==> src/rtl/dda_step_ctrl.sv <==
// dda_step_ctrl: sequencer for the DDA integrator loop.
// Accepts a job (increment, step count), clears the datapath accumulator,
// enables it for N update cycles, counts carry-out pulses, strobes done.
// Optional build macro DDA_CONT_EN adds i_cont for back-to-back periods
// without clearing the accumulator.
module dda_step_ctrl #(
    parameter int unsigned WIDTH = 6,
    parameter int unsigned CNT_W = 8
) (
    input  logic             clk,
    input  logic             i_rst_n,
    input  logic             i_start,
    input  logic [WIDTH-1:0] i_inc,
    input  logic [CNT_W-1:0] i_nsteps,
    input  logic             i_hold,
    input  logic             i_abort,
`ifdef DDA_CONT_EN
    input  logic             i_cont,
`endif
    input  logic             i_ovf,
    output logic [WIDTH-1:0] o_inc,
    output logic             o_clr,
    output logic             o_en,
    output logic             o_busy,
    output logic             o_done,
    output logic [CNT_W-1:0] o_step_cnt,
    output logic [CNT_W-1:0] o_pulse_cnt
);

    localparam logic [1:0] S_IDLE  = 2'd0;
    localparam logic [1:0] S_CLEAR = 2'd1;
    localparam logic [1:0] S_RUN   = 2'd2;
    localparam logic [1:0] S_DONE  = 2'd3;

    logic [1:0]       state_q, state_d;
    logic [CNT_W-1:0] nsteps_q, nsteps_d;
    logic [WIDTH-1:0] inc_d;
    logic             clr_d, en_d, busy_d, done_d;
    logic [CNT_W-1:0] step_d, pulse_d;
    logic [CNT_W-1:0] step_inc;

    assign step_inc = o_step_cnt + CNT_W'(1);

    // Next state and next registered outputs; counters track every load
    // actually issued to the datapath (any cycle with o_en high).
    always_comb begin
        state_d  = state_q;
        nsteps_d = nsteps_q;
        inc_d    = o_inc;
        clr_d    = 1'b0;
        en_d     = 1'b0;
        busy_d   = 1'b0;
        done_d   = 1'b0;
        step_d   = o_step_cnt;
        pulse_d  = o_pulse_cnt;

        if (o_en) begin
            step_d = step_inc;
            if (i_ovf) begin
                pulse_d = o_pulse_cnt + CNT_W'(1);
            end
        end

        case (state_q)
            S_IDLE: begin
                if (i_start) begin
                    inc_d    = i_inc;
                    nsteps_d = i_nsteps;
                    step_d   = '0;
                    pulse_d  = '0;
                    if (i_nsteps == '0) begin
                        state_d = S_DONE;
                        done_d  = 1'b1;
                    end else begin
                        state_d = S_CLEAR;
                        clr_d   = 1'b1;
                        busy_d  = 1'b1;
                    end
                end
            end
            S_CLEAR: begin
                if (i_abort) begin
                    state_d = S_IDLE;
                end else begin
                    state_d = S_RUN;
                    busy_d  = 1'b1;
                    en_d    = !i_hold;
                end
            end
            S_RUN: begin
                if (i_abort) begin
                    state_d = S_IDLE;
                end else if (o_en && (step_inc == nsteps_q)) begin
`ifdef DDA_CONT_EN
                    if (i_cont) begin
                        state_d = S_RUN;
                        busy_d  = 1'b1;
                        done_d  = 1'b1;
                        en_d    = !i_hold;
                        step_d  = '0;
                        pulse_d = '0;
                    end else begin
                        state_d = S_DONE;
                        done_d  = 1'b1;
                    end
`else
                    state_d = S_DONE;
                    done_d  = 1'b1;
`endif
                end else begin
                    busy_d = 1'b1;
                    en_d   = !i_hold;
                end
            end
            default: begin
                state_d = S_IDLE;
            end
        endcase
    end

    // State and output registers with synchronous active-low reset.
    always_ff @(posedge clk) begin
        if (!i_rst_n) begin
            state_q     <= S_IDLE;
            nsteps_q    <= '0;
            o_inc       <= '0;
            o_clr       <= 1'b0;
            o_en        <= 1'b0;
            o_busy      <= 1'b0;
            o_done      <= 1'b0;
            o_step_cnt  <= '0;
            o_pulse_cnt <= '0;
        end else begin
            state_q     <= state_d;
            nsteps_q    <= nsteps_d;
            o_inc       <= inc_d;
            o_clr       <= clr_d;
            o_en        <= en_d;
            o_busy      <= busy_d;
            o_done      <= done_d;
            o_step_cnt  <= step_d;
            o_pulse_cnt <= pulse_d;
        end
    end

endmodule

==> config.mk <==
export PLATFORM = sky130hd
export DESIGN_NAME = dda_step_ctrl
export DESIGN_NICKNAME = d
export VERILOG_FILES = /design/src/rtl/dda_step_ctrl.sv
export SDC_FILE = /design/constraint.sdc
export NUM_CORES = 1
export LEC_CHECK = 0
export CORE_ASPECT_RATIO = 1.2
export CORE_MARGIN = 2
export CORE_UTILIZATION = 35
export CTS_CLUSTER_DIAMETER = 80
export DETAILED_ROUTE_END_ITERATION = 10
export HOLD_SLACK_MARGIN = 0.08
export PLACE_DENSITY = 0.69
export REMOVE_ABC_BUFFERS = 1
export SYNTH_ARGS = -nofsm -noshare
export SYNTH_HDL_FRONTEND = slang
export SYNTH_SLANG_ARGS = --single-unit
==> constraint.sdc <==
create_clock -name clk -period 3 [get_ports clk]
set_clock_uncertainty 0.2 [all_clocks]
set_input_delay 0.6 -clock clk [delete_from_list [all_inputs] [get_ports clk]]
set_output_delay 0.6 -clock clk [all_outputs]
set_load 0.05 [all_outputs]
---- Word level (Yosys, flattened, before mapping) ----
Cells that the tools add are included.
operators by class
  add/sub/neg operators ................... 2
  multiply operators ...................... 0
  divide/modulo/power cells ............... 0
  $lt $le $gt $ge ......................... 0
  equality and inequality tests ........... 5
  shift operators ......................... 0
  muxes and demuxes ....................... 28
  bitwise gates (word level) .............. 0
  reduce and logical (&&, ||, !) cells .... 7
operator list
  operator                                       number
  2-to-1 mux 8 bit                               7
  adder 8 x 1 -> 8 bit, second input constant    2
  2-to-1 mux 1 bit                               12
  2-to-1 mux 2 bit                               5
  == test 8 bit                                  1
  zero test 8 bit                                1
  case mux 2 bit (3 select lines)                1
  AND reduction 2 bit                            3
  case mux 1 bit (2 select lines)                2
  != test 3 bit, second input constant           1
  case mux 1 bit (3 select lines)                1
  == test 2 x 1 -> 1 bit, second input constant  1
  == test 2 bit, second input constant           1
  zero test 2 bit                                1
  != test 2 bit, second input constant           1
  logical AND 1 bit                              1
  zero test 1 bit                                1
word-level totals
  register bits after elaboration ......... 36
  latch bits .............................. 0
  memory bits (writable) .................. 0
  ROM bits ................................ 0
  input bits .............................. 20
  output and inout bits ................... 26
  word-level logic and storage cells ...... 51
  memories kept ........................... 0

---- Logic depth before layout (Yosys ltp) ----
  depth in word-level cells ............... 6
  depth in mapped cells ................... 8
  depth with buffers taken out ............ 8

---- Worst setup path after synthesis ----
OpenSTA, ideal clock, no wires.
  kind .................................... flip-flop to flip-flop
  from .................................... reg o_step_cnt[0]
  to ...................................... reg state_q[0]
  library setup time ...................... 0.131 ns
  arrival time ............................ 2.193 ns
  data required time ...................... 2.669 ns
  slack ................................... 0.476 ns
  stages on the path, launching flop included .. 8
  period minus slack after synthesis ...... 2.524 ns
  cell sequence ........................... dfxtp_1 > ha_1 > nand3_1 > o21a_1 > o211a_1 > o311a_4 > a31oi_1 > o311ai_1
on the way
  word-level cells in the longest chain between the ends .. 5
RTL lines
  what                           RTL line  source
  start: declaration             26        output logic [CNT_W-1:0] o_step_cnt,
  start signal: assignment       141       o_step_cnt <= step_d;
  adder 8 x 1 -> 8 bit           42        assign step_inc = o_step_cnt + CNT_W'(1);
  == test 8 bit                  93        end else if (o_en && (step_inc == nsteps_q)) begin
  logical AND 1 bit              93
  != test 3 bit (no line)        n/a
  AND reduction 2 bit (no line)  n/a
  end signal: assignment         134       state_q <= state_d;
  end: declaration               35        logic [1:0] state_q, state_d;
Every way passes these cells.
A chain may end at the register's enable or synchronous reset.

---- Worst setup path in the final report ----
  from .................................... reg o_step_cnt[4]
  to ...................................... out o_step_cnt[4]
No word-level cell between the ends.

==> out/results.tsv <==
metric	value	unit
hold_depth	2	
crit_type	flop to output pin	
start_util	36.3	%
clkLatencyLatePin	0.29	ns
final_nets	284	
num_vias	1614	
synth_cell_type_count	43	
crit_path_top_delay_cell	clkdlybuf4s50_1	
leakage	0.000859	uW
grt_antenna_before_repair	0	
critPathBufInv	1	
synth_top_area_share	40.2	%
worst-endpoint-arrival	1.63	ns
cts_resized	0	
die_h	82.4	um
yosysTopAreaCell	dfxtp_1	
diodes	0	
netlist_area	0.00179	mm2
synth_common_cells	nand2_1, dfxtp_1, nor2_1, a21boi_0, xor2_1	
fin_crit_sh	81.1	%
drc_errors	0	
postCtsHoldBufs	0	
place_hpwl	2.90	mm
path_cells	clkdlybuf4s50_1	
vdd_drop_max	231	uV
r2r_cells	7	
drtAntennaViolNets	0	
cp-start-kind	flop	
dp_cells	311	
outcome	completed	
clkTransAtPathRegs	0.07	ns
h-tree-depth	2	
wl	3.84	mm
setup_tns	0	ns
wl_met1	1.67	mm
path_max_fanout	7	
grt_pass1_vias	1503	
max_freq	411	MHz
gr-total-overflow	0	
die-area	0.00572	mm2
async_flop_share	0	%
final_util	48.3	%
io_buffers	45	
tightestPinTransition	0.544	ns
cp.required	2.20	ns
rsz0062_at_grt	no	
ff2ff_setup_slack	0.68	ns
cp.depth	1	
min_path_type	flop to flop	
ys_warn_count	0	
wl_met2	1.83	mm
wl_met3	281	um
grtUsageTotal	14.3	%
powerDensity	422	mW/mm2
finalHoldViolCount	0	
synth_area_per_cell	8.46	um2
grt_pass1_wl	6.59	mm
grt_max_degree	19	
fill_cells	493	
die_w	69.4	um
drive_above_1_share	6.95	%
core-area	0.00494	mm2
clock_path_buffers	2	
synthTopCellsByArea	dfxtp_1, nand2_1, a21boi_0, xor2_1, nor2_1	
io_pins	46	
wl_per_cell	12.0	um
fin_crit	2.43	ns
dr.pass1.iters	4	
synthFlopType	dfxtp_1	
yosysSeqAreaShare	40.2	%
instances_no_fill	319	
cts_tree	built	
synth.most_common_cell	nand2_1	
final-max-slew-violation-count	0	
setup_viol	0	
netlist_instances	212	
cp-end-kind	output pin	
cts_buffers	5	
cts_setup_buffers	0	
place_congestion	0.754	
root_buffer	clkbuf_8	
synth_edf_count	0	
synth-seq-cells	36	
cap_violations	0	
crit_family	buffers and inverters	
area_growth	32.9	%
slew_headroom	63.6	%
vias_per_cell	5.06	
rows	28	
top_layer	met4	
cts.sinks	36	
drt_iter0_drc	40	
max_stage_delay	0.86	ns
## worst paths after layout
path,start,end
worst max-delay path,o_step_cnt[4],o_step_cnt[4]
worst min-delay path,o_inc[5],o_inc[5]
worst max register to register,o_step_cnt[0],o_busy
worst min register to register,o_inc[5],o_inc[5]
## cell families (layout without fill, tap and decap cells)
family	after synthesis	count (layout)	share of synthesized area, %
flops	36	36	40.2
compound gates	37	37	16.2
xor+xnor	20	20	9.76
mux	2	2	1.12
fa+ha+maj	6	6	4.18
buf+inv	12	59	2.93
simple gates	99	99	25.7
## cells in the final DEF, fill, tap and decap left out, types with 6 or more instances in the layout
cell type,netlist,routed
a21boi_0,14,14
clkdlybuf4s50_1,0,45
dfxtp_1,36,36
ha_1,6,6
nand2_1,40,40
nand3_1,6,6
nor2_1,24,24
xnor2_1,8,8
xor2_1,12,12
## per-layer routing
layer | vias up | track usage [%]
met4 | 0 | 4.71
met5 | - | 0
met3 | 8 | 3.76
li1 | 819 | -
met2 | 59 | 25.8
met1 | 728 | 16.8
## final cells by class
class                           count  area [um2]  share of cell area [%]
Sequential cell                    36         721                    30.2
Multi-Input combinational cell    164        1020                    42.8
Clock buffer                        5        68.8                    2.89
Clock inverter                      3        18.8                   0.787
Tap cell                           60        75.1                    3.15
Inverter                            4        15.0                   0.630
Timing Repair Buffer               47         465                    19.5
## power by group
part / internal (uW) / switching [uW] / total (uW)
sequential: 496 / 11.7 / 508
combinational: 67.5 / 94.1 / 162
clock: 162 / 176 / 338
## flip-flops by register name (all words and copies together), names as in the netlist
signal	flops
nsteps_q	8
state_q	2
o_step_cnt	8
o_pulse_cnt	8
o_done	1
o_busy	1
o_en	1
o_inc	6
o_clr	1
## metrics by stage
step | hold slack, ns | worst slack, ns | instance area, um2 | total power (uW)
3_3_place_gp | 0.248 | 0.456 | 2300 | 679
4_1_cts | 0.267 | 0.551 | 2380 | 1020
2_1_floorplan | 0.255 | 0.476 | 1760 | 614
6_report | 0.262 | 0.566 | 2380 | 1010
3_5_place_dp | 0.258 | 0.403 | 2300 | 681
5_1_grt | 0.297 | 0.485 | 2380 | 1060
No activity file was read; power rests on OpenSTA's default activity.
